File: src/rtl/altera_tse_xcvr_status_responder.sv
`default_nettype none
// ============================================================================
// Module   : altera_tse_xcvr_status_responder
// Function : Behavioural transceiver status model: TX PLL lock, RX offset
//            cancellation and CDR lock, PCS ready flags and reset-order errors.
// Revision : 1.0
// ============================================================================
module altera_tse_xcvr_status_responder #(
    parameter int PLL_LOCK_CYCLES = 20,
    parameter int OC_BUSY_CYCLES  = 8,
    parameter int CDR_LOCK_CYCLES = 16
) (
    input  logic       clock,
    input  logic       reset_n,
    input  logic       pll_powerdown,
    input  logic       tx_digitalreset,
    input  logic       rx_analogreset,
    input  logic       rx_digitalreset,
    input  logic       gxb_powerdown,
    input  logic       rx_signal_present,
    input  logic       force_cdr_unlock,
    input  logic       clear_errors,
    output logic       pll_is_locked,
    output logic       rx_oc_busy,
    output logic       rx_is_lockedtodata,
    output logic       tx_pcs_ready,
    output logic       rx_pcs_ready,
    output logic [2:0] seq_error
);

    // A zero-length window behaves as a single clock.
    localparam int c_PLL_N  = (PLL_LOCK_CYCLES < 1) ? 1 : PLL_LOCK_CYCLES;
    localparam int c_OC_N   = (OC_BUSY_CYCLES  < 1) ? 1 : OC_BUSY_CYCLES;
    localparam int c_CDR_N  = (CDR_LOCK_CYCLES < 1) ? 1 : CDR_LOCK_CYCLES;
    localparam int c_RX_MAX = (c_OC_N > c_CDR_N) ? c_OC_N : c_CDR_N;
    localparam int c_PLL_W  = $clog2(c_PLL_N + 1);
    localparam int c_RX_W   = $clog2(c_RX_MAX + 1);

    localparam logic [c_PLL_W-1:0] c_PLL_LAST = c_PLL_W'(c_PLL_N - 1);
    localparam logic [c_RX_W-1:0]  c_OC_LAST  = c_RX_W'(c_OC_N - 1);
    localparam logic [c_RX_W-1:0]  c_CDR_LAST = c_RX_W'(c_CDR_N - 1);
    localparam logic [c_PLL_W-1:0] c_PLL_ONE  = c_PLL_W'(1);
    localparam logic [c_RX_W-1:0]  c_RX_ONE   = c_RX_W'(1);

    typedef enum logic [1:0] {
        PLL_OFF     = 2'd0,
        PLL_LOCKING = 2'd1,
        PLL_LOCKED  = 2'd2
    } pll_state_t;

    typedef enum logic [2:0] {
        RX_OFF        = 3'd0,
        RX_OC         = 3'd1,
        RX_ANALOG_RST = 3'd2,
        RX_LTR        = 3'd3,
        RX_LTD        = 3'd4
    } rx_state_t;

    pll_state_t          r_pll_state, w_pll_state_nxt;
    logic [c_PLL_W-1:0]  r_pll_cnt,   w_pll_cnt_nxt;
    rx_state_t           r_rx_state,  w_rx_state_nxt;
    logic [c_RX_W-1:0]   r_rx_cnt,    w_rx_cnt_nxt;

    logic       r_tx_pcs_ready;
    logic       r_rx_pcs_ready;
    logic [2:0] r_seq_error;
    logic       r_tx_dr_prev;
    logic       r_rx_dr_prev;
    logic       r_armed;

    logic       w_pll_locked;
    logic       w_rx_ltd;
    logic       w_edge_ok;
    logic       w_tx_fall;
    logic       w_rx_fall;
    logic [2:0] w_err_set;

    assign w_pll_locked = (r_pll_state == PLL_LOCKED);
    assign w_rx_ltd     = (r_rx_state  == RX_LTD);

    always_comb begin
        w_pll_state_nxt = r_pll_state;
        w_pll_cnt_nxt   = r_pll_cnt;
        if (pll_powerdown || gxb_powerdown) begin
            w_pll_state_nxt = PLL_OFF;
            w_pll_cnt_nxt   = '0;
        end else begin
            case (r_pll_state)
                PLL_OFF: begin
                    w_pll_state_nxt = PLL_LOCKING;
                    w_pll_cnt_nxt   = '0;
                end
                PLL_LOCKING: begin
                    if (r_pll_cnt == c_PLL_LAST) begin
                        w_pll_state_nxt = PLL_LOCKED;
                        w_pll_cnt_nxt   = '0;
                    end else begin
                        w_pll_cnt_nxt = r_pll_cnt + c_PLL_ONE;
                    end
                end
                PLL_LOCKED: w_pll_state_nxt = PLL_LOCKED;
                default: begin
                    w_pll_state_nxt = PLL_OFF;
                    w_pll_cnt_nxt   = '0;
                end
            endcase
        end
    end

    always_comb begin
        w_rx_state_nxt = r_rx_state;
        w_rx_cnt_nxt   = r_rx_cnt;
        if (gxb_powerdown) begin
            w_rx_state_nxt = RX_OFF;
            w_rx_cnt_nxt   = '0;
        end else begin
            case (r_rx_state)
                RX_OFF: begin
                    w_rx_state_nxt = RX_OC;
                    w_rx_cnt_nxt   = '0;
                end
                // The OC window always runs to completion, analog reset or not.
                RX_OC: begin
                    if (r_rx_cnt == c_OC_LAST) begin
                        w_rx_state_nxt = rx_analogreset ? RX_ANALOG_RST : RX_LTR;
                        w_rx_cnt_nxt   = '0;
                    end else begin
                        w_rx_cnt_nxt = r_rx_cnt + c_RX_ONE;
                    end
                end
                RX_ANALOG_RST: begin
                    if (!rx_analogreset) begin
                        w_rx_state_nxt = RX_LTR;
                        w_rx_cnt_nxt   = '0;
                    end
                end
                RX_LTR: begin
                    if (rx_analogreset) begin
                        w_rx_state_nxt = RX_ANALOG_RST;
                        w_rx_cnt_nxt   = '0;
                    end else if (!(rx_signal_present && w_pll_locked)) begin
                        w_rx_cnt_nxt = '0;
                    end else if (r_rx_cnt == c_CDR_LAST) begin
                        w_rx_state_nxt = RX_LTD;
                        w_rx_cnt_nxt   = '0;
                    end else begin
                        w_rx_cnt_nxt = r_rx_cnt + c_RX_ONE;
                    end
                end
                RX_LTD: begin
                    if (rx_analogreset) begin
                        w_rx_state_nxt = RX_ANALOG_RST;
                        w_rx_cnt_nxt   = '0;
                    end else if (!rx_signal_present || force_cdr_unlock || !w_pll_locked) begin
                        w_rx_state_nxt = RX_LTR;
                        w_rx_cnt_nxt   = '0;
                    end
                end
                default: begin
                    w_rx_state_nxt = RX_OFF;
                    w_rx_cnt_nxt   = '0;
                end
            endcase
        end
    end

    always_ff @(posedge clock or negedge reset_n) begin
        if (!reset_n) begin
            r_pll_state <= PLL_OFF;
            r_pll_cnt   <= '0;
            r_rx_state  <= RX_OFF;
            r_rx_cnt    <= '0;
        end else begin
            r_pll_state <= w_pll_state_nxt;
            r_pll_cnt   <= w_pll_cnt_nxt;
            r_rx_state  <= w_rx_state_nxt;
            r_rx_cnt    <= w_rx_cnt_nxt;
        end
    end

    // Falling edges are ignored on the first clock after reset and during powerdown.
    assign w_edge_ok = r_armed && !gxb_powerdown;
    assign w_tx_fall = w_edge_ok && r_tx_dr_prev && !tx_digitalreset;
    assign w_rx_fall = w_edge_ok && r_rx_dr_prev && !rx_digitalreset;
    assign w_err_set = {w_rx_fall && !w_rx_ltd,
                        w_rx_fall && rx_analogreset,
                        w_tx_fall && !w_pll_locked};

    always_ff @(posedge clock or negedge reset_n) begin
        if (!reset_n) begin
            r_tx_pcs_ready <= 1'b0;
            r_rx_pcs_ready <= 1'b0;
            r_seq_error    <= 3'b000;
            r_tx_dr_prev   <= 1'b1;
            r_rx_dr_prev   <= 1'b1;
            r_armed        <= 1'b0;
        end else begin
            r_tx_pcs_ready <= !gxb_powerdown && w_pll_locked && !tx_digitalreset;
            r_rx_pcs_ready <= !gxb_powerdown && w_rx_ltd && !rx_digitalreset;
            r_seq_error    <= (clear_errors ? 3'b000 : r_seq_error) | w_err_set;
            r_tx_dr_prev   <= tx_digitalreset;
            r_rx_dr_prev   <= rx_digitalreset;
            r_armed        <= 1'b1;
        end
    end

    assign pll_is_locked      = w_pll_locked;
    assign rx_oc_busy         = (r_rx_state == RX_OC);
    assign rx_is_lockedtodata = w_rx_ltd;
    assign tx_pcs_ready       = r_tx_pcs_ready;
    assign rx_pcs_ready       = r_rx_pcs_ready;
    assign seq_error          = r_seq_error;

endmodule
`default_nettype wire

File: config.mk
export PLATFORM = sky130hd
export DESIGN_NAME = altera_tse_xcvr_status_responder
export DESIGN_NICKNAME = d
export VERILOG_FILES = /design/src/rtl/altera_tse_xcvr_status_responder.sv
export SDC_FILE = /design/constraint.sdc
export NUM_CORES = 1
export LEC_CHECK = 0
export CORE_ASPECT_RATIO = 1.2
export CORE_MARGIN = 4
export CORE_UTILIZATION = 30
export CTS_CLUSTER_DIAMETER = 150
export DETAILED_ROUTE_END_ITERATION = 12
export PLACE_DENSITY_LB_ADDON = 0.15
export SETUP_SLACK_MARGIN = 0.1
export SYNTH_ARGS = -nofsm -noshare
export SYNTH_HDL_FRONTEND = slang
export SYNTH_SLANG_ARGS = --single-unit
File: constraint.sdc
create_clock -name clock -period 5.8 [get_ports clock]
set_input_delay 1.16 -clock clock [delete_from_list [all_inputs] [get_ports clock]]
set_output_delay 1.16 -clock clock [all_outputs]
set_load 0.01 [all_outputs]
==> flow_summary.toml <==
[placement]
place_congestion = 0.843
placement.cell_area_mm2 = 0.00150
dp_hpwl_um = 2040
detailedPlace.worstSlack_ps = 2990
numPortBuffers = 17

[global_routing]
grt_pass1_wl_um = 5000
grt_use_total_pct = 11.8
grt_max_degree = 24
grt_remaining_overflow = 0
first_global_vias = 1114
number_of_antenna_violations_at_the_first_check_in_global_routing = 0

[hold_path]
hp-class = "reg2reg"
whs_path_depth = 1

[die]
die_width_um = 68.0
die_height_um = 80.0
initial_core_util_pct = 31.9
row_count = 25
ios = 18
floorplan.core_area_mm2 = 0.00407
die_area_mm2 = 0.00545

[sta]
max-slew-margin-rel_pct = 30.3
setup_repair_after_global_routing_missed_its_margin = "false"
setup-tns-final_ps = 0
finalCritPeriodShare_pct = 53.2
skew_ps = 2.90
fmax_ghz = 0.324
timing.final.setup_violations = 0
timing.hold.ws_ps = 524
report.final.slew_viol_count = 0
hold_violations = 0
period_needed_ps = 3080
worst_pin_slew_ps = 1040
finalWorstSetupSlack_ps = 2720

[yosys]
synth_top_cell_by_area = "sky130_fd_sc_hd__dfrtp_1"
sequential_share_of_the_synthesized_area_pct = 44.6
synth-compound-area-share_pct = 18.7
synth-adder-area-share_pct = 6.75
area_share_of_the_largest_cell_type_after_synthesis_pct = 40.5
synthTopCellsByCount = "sky130_fd_sc_hd__dfrtp_1 (21), sky130_fd_sc_hd__nor2_1 (14), sky130_fd_sc_hd__nand2_1 (10), sky130_fd_sc_hd__inv_1 (9), sky130_fd_sc_hd__a21oi_1 (8)"
yosys-top-cells-area = "sky130_fd_sc_hd__dfrtp_1 (41%), sky130_fd_sc_hd__ha_1 (6.8%), sky130_fd_sc_hd__dfstp_2 (4.1%), sky130_fd_sc_hd__nor2_1 (4.1%), sky130_fd_sc_hd__a21oi_1 (3.1%)"
yosys.cell_types.count = 45
yosys.cell_count.top_type = "sky130_fd_sc_hd__dfrtp_1"
largest_family_of_logic_cells_by_synthesized_area = "simple AND/OR/NAND/NOR gates"
synth-async-reset-ratio_pct = 100
syn-mean-instance-area_um2 = 9.40
synth_nets = 155
post_synthesis_sequential_element_count = 23
synthSimpleGateAreaFrac_pct = 22.1
synthMuxAreaShare_pct = 1.54
synth_enable_flop_cells = 0
post_synth_instance_area_mm2 = 0.00130
post_synth_inst_count = 138
yosys_most_used_dff = "sky130_fd_sc_hd__dfrtp_1"
synth.yosys.warnings = 0
post_synth_xor_area_fraction_pct = 0.675

[routing]
drt-vias-per-instance = 4.98
antenna_violating_nets_post_route = 0
detail_route.first_pass.iterations = 4
total_vias_in_the_final_route = 1030
finalWirelength_um = 2760
drt-initial-drc-count = 74
drcViolationCount = 0
post_drt_wl_per_cell_um = 13.3

[layout]
layout_cell_share_with_drive_strength_beyond_1_pct = 7.84
final_cell_area_mm2 = 0.00155
area_delta_synth_final_pct = 19.1
sequential_cell_area_um2 = 578
fillCellCount = 418
antennaDiodeCount = 0
area_of_combinational_cells_with_multiple_inputs_um2 = 649
layout.nets = 171

[clock_network]
cts_htree_levels = 1
post-cts-setup-buffer-count = 0
clkTransAtPathRegs_ps = 80
cts-hold-fix-buffers = 0
clock_insertion_delay_worst_skew_ps = 260
tritoncts = "built"
cts.sinks = 23
ctsLongestPathBuffers = 2
cts_resized = 0
root_buffer = "sky130_fd_sc_hd__clkbuf_8"
cts-buffers-inserted = 3

[run_status]
status = "finished, final reports clean"

[critical_path]
startpoint_type = "flip-flop"
cp_data_required_time_ps = 4640
reg2reg_depth = 8
crit_type = "reg2out"
critical_path.max_fanout = 18
cp-end-kind = "primary output"
worst-endpoint-arrival_ps = 1920

[pwr]
irDropWorstVdd_uv = 95.9
power.leakage_nw = 0.639
power_per_cell_area_mw_per_mm2 = 197
total_power_after_layout_mw = 0.304

[flow_run]
timing.max_cap.violations = 0
-- through the flow --
step                      util [%]  instances
after floorplan                  -        138
after global placement        36.9        203
after detailed placement      36.9        203
after CTS                     38.0        207
after global routing          38.0        207
final                         38.0        207
-- report_power, final --
group	leakage (nW)	internal, mW	total, mW	switching [mW]
logic	0.306	0.0174	0.0366	0.0193
clock network	0.0255	0.0479	0.0992	0.0513
registers	0.307	0.165	0.169	0.00360
total	0.639	0.230	0.304	0.0742
-- critical path, cell delays in order (launching register included) --
cell,delay (ps)
sky130_fd_sc_hd__dfrtp_1,410
sky130_fd_sc_hd__inv_1,90
sky130_fd_sc_hd__ha_1,510
sky130_fd_sc_hd__clkdlybuf4s50_1,650
-- metal layers --
layer | part of all wire, % | track usage (%) | vias up
met2 | 51 | 19.6 | 13
met5 | 0 | 0 | -
met3 | 2.6 | 2.68 | 2
met1 | 45 | 14.8 | 499
li1 | - | - | 516
met4 | 0.54 | 3.78 | 0
-- layout make-up --
| type | instances | share of cell area (%) |
|---|---|---|
| inverter | 9 | 2.19 |
| tap | 54 | 4.37 |
| sequential | 23 | 37.4 |
| clock buffer | 3 | 2.67 |
| clock inverter | 1 | 0.324 |
| timing repair buffer | 17 | 11.0 |
| multi-input combinational | 100 | 42.0 |
-- layout by cell type (no fill, tap or decap), types with 2 or more instances in the layout --
cell / synthesis / final
sky130_fd_sc_hd__dfrtp_1: 21 / 21
sky130_fd_sc_hd__clkdlybuf4s50_1: 0 / 17
sky130_fd_sc_hd__nor2_1: 14 / 14
sky130_fd_sc_hd__nand2_1: 10 / 10
sky130_fd_sc_hd__inv_1: 9 / 9
sky130_fd_sc_hd__a21oi_1: 8 / 8
sky130_fd_sc_hd__nand3_1: 7 / 7
sky130_fd_sc_hd__ha_1: 7 / 7
sky130_fd_sc_hd__o21ai_0: 5 / 5
sky130_fd_sc_hd__nand2b_1: 4 / 4
sky130_fd_sc_hd__o21ai_1: 4 / 4
sky130_fd_sc_hd__o22ai_1: 3 / 3
sky130_fd_sc_hd__nor2b_1: 3 / 3
sky130_fd_sc_hd__a31oi_1: 3 / 3
sky130_fd_sc_hd__clkbuf_8: 0 / 3
sky130_fd_sc_hd__and2_1: 2 / 2
sky130_fd_sc_hd__nand4b_1: 2 / 2
sky130_fd_sc_hd__or2_2: 2 / 2
sky130_fd_sc_hd__o31ai_1: 2 / 2
sky130_fd_sc_hd__or3_1: 2 / 2
sky130_fd_sc_hd__mux2i_1: 2 / 2
sky130_fd_sc_hd__dfstp_2: 2 / 2
-- sequential cells by signal, summed over array words and instances, names as in the netlist --
| register | flops |
|---|---|
| seq_error | 3 |
| r_rx_dr_prev | 1 |
| rx_pcs_ready | 1 |
| r_rx_cnt | 5 |
| r_pll_cnt | 5 |
| r_armed | 1 |
| r_tx_dr_prev | 1 |
| r_rx_state | 3 |
| tx_pcs_ready | 1 |
| r_pll_state | 2 |
-- final timing paths --
kind	from	end	slack (ps)
setup / recovery	r_pll_state[0]	pll_is_locked	2720
hold / removal	r_rx_cnt[2]	r_rx_cnt[2]	520
setup reg to reg	r_rx_cnt[0]	r_rx_cnt[2]	3740
hold reg to reg	r_rx_cnt[2]	r_rx_cnt[2]	520
max in group asynchronous	reset_n	r_rx_state[0]	3710
min in group asynchronous	reset_n	r_pll_state[1]	1460
-- logic make-up (layout without fill, tap and decap cells) --
| logic type | count (synthesis) | in the layout |
|---|---|---|
| other | 1 | 1 |
| muxes | 2 | 2 |
| xor gates and xnor gates | 1 | 1 |
| buffers and inverters | 15 | 30 |
| AOI/OAI and AO/OA | 36 | 36 |
| adders and majority gates | 7 | 7 |
| and+or+nand+nor | 53 | 53 |
| DFF | 23 | 23 |
(Power assumes the default switching activity.)
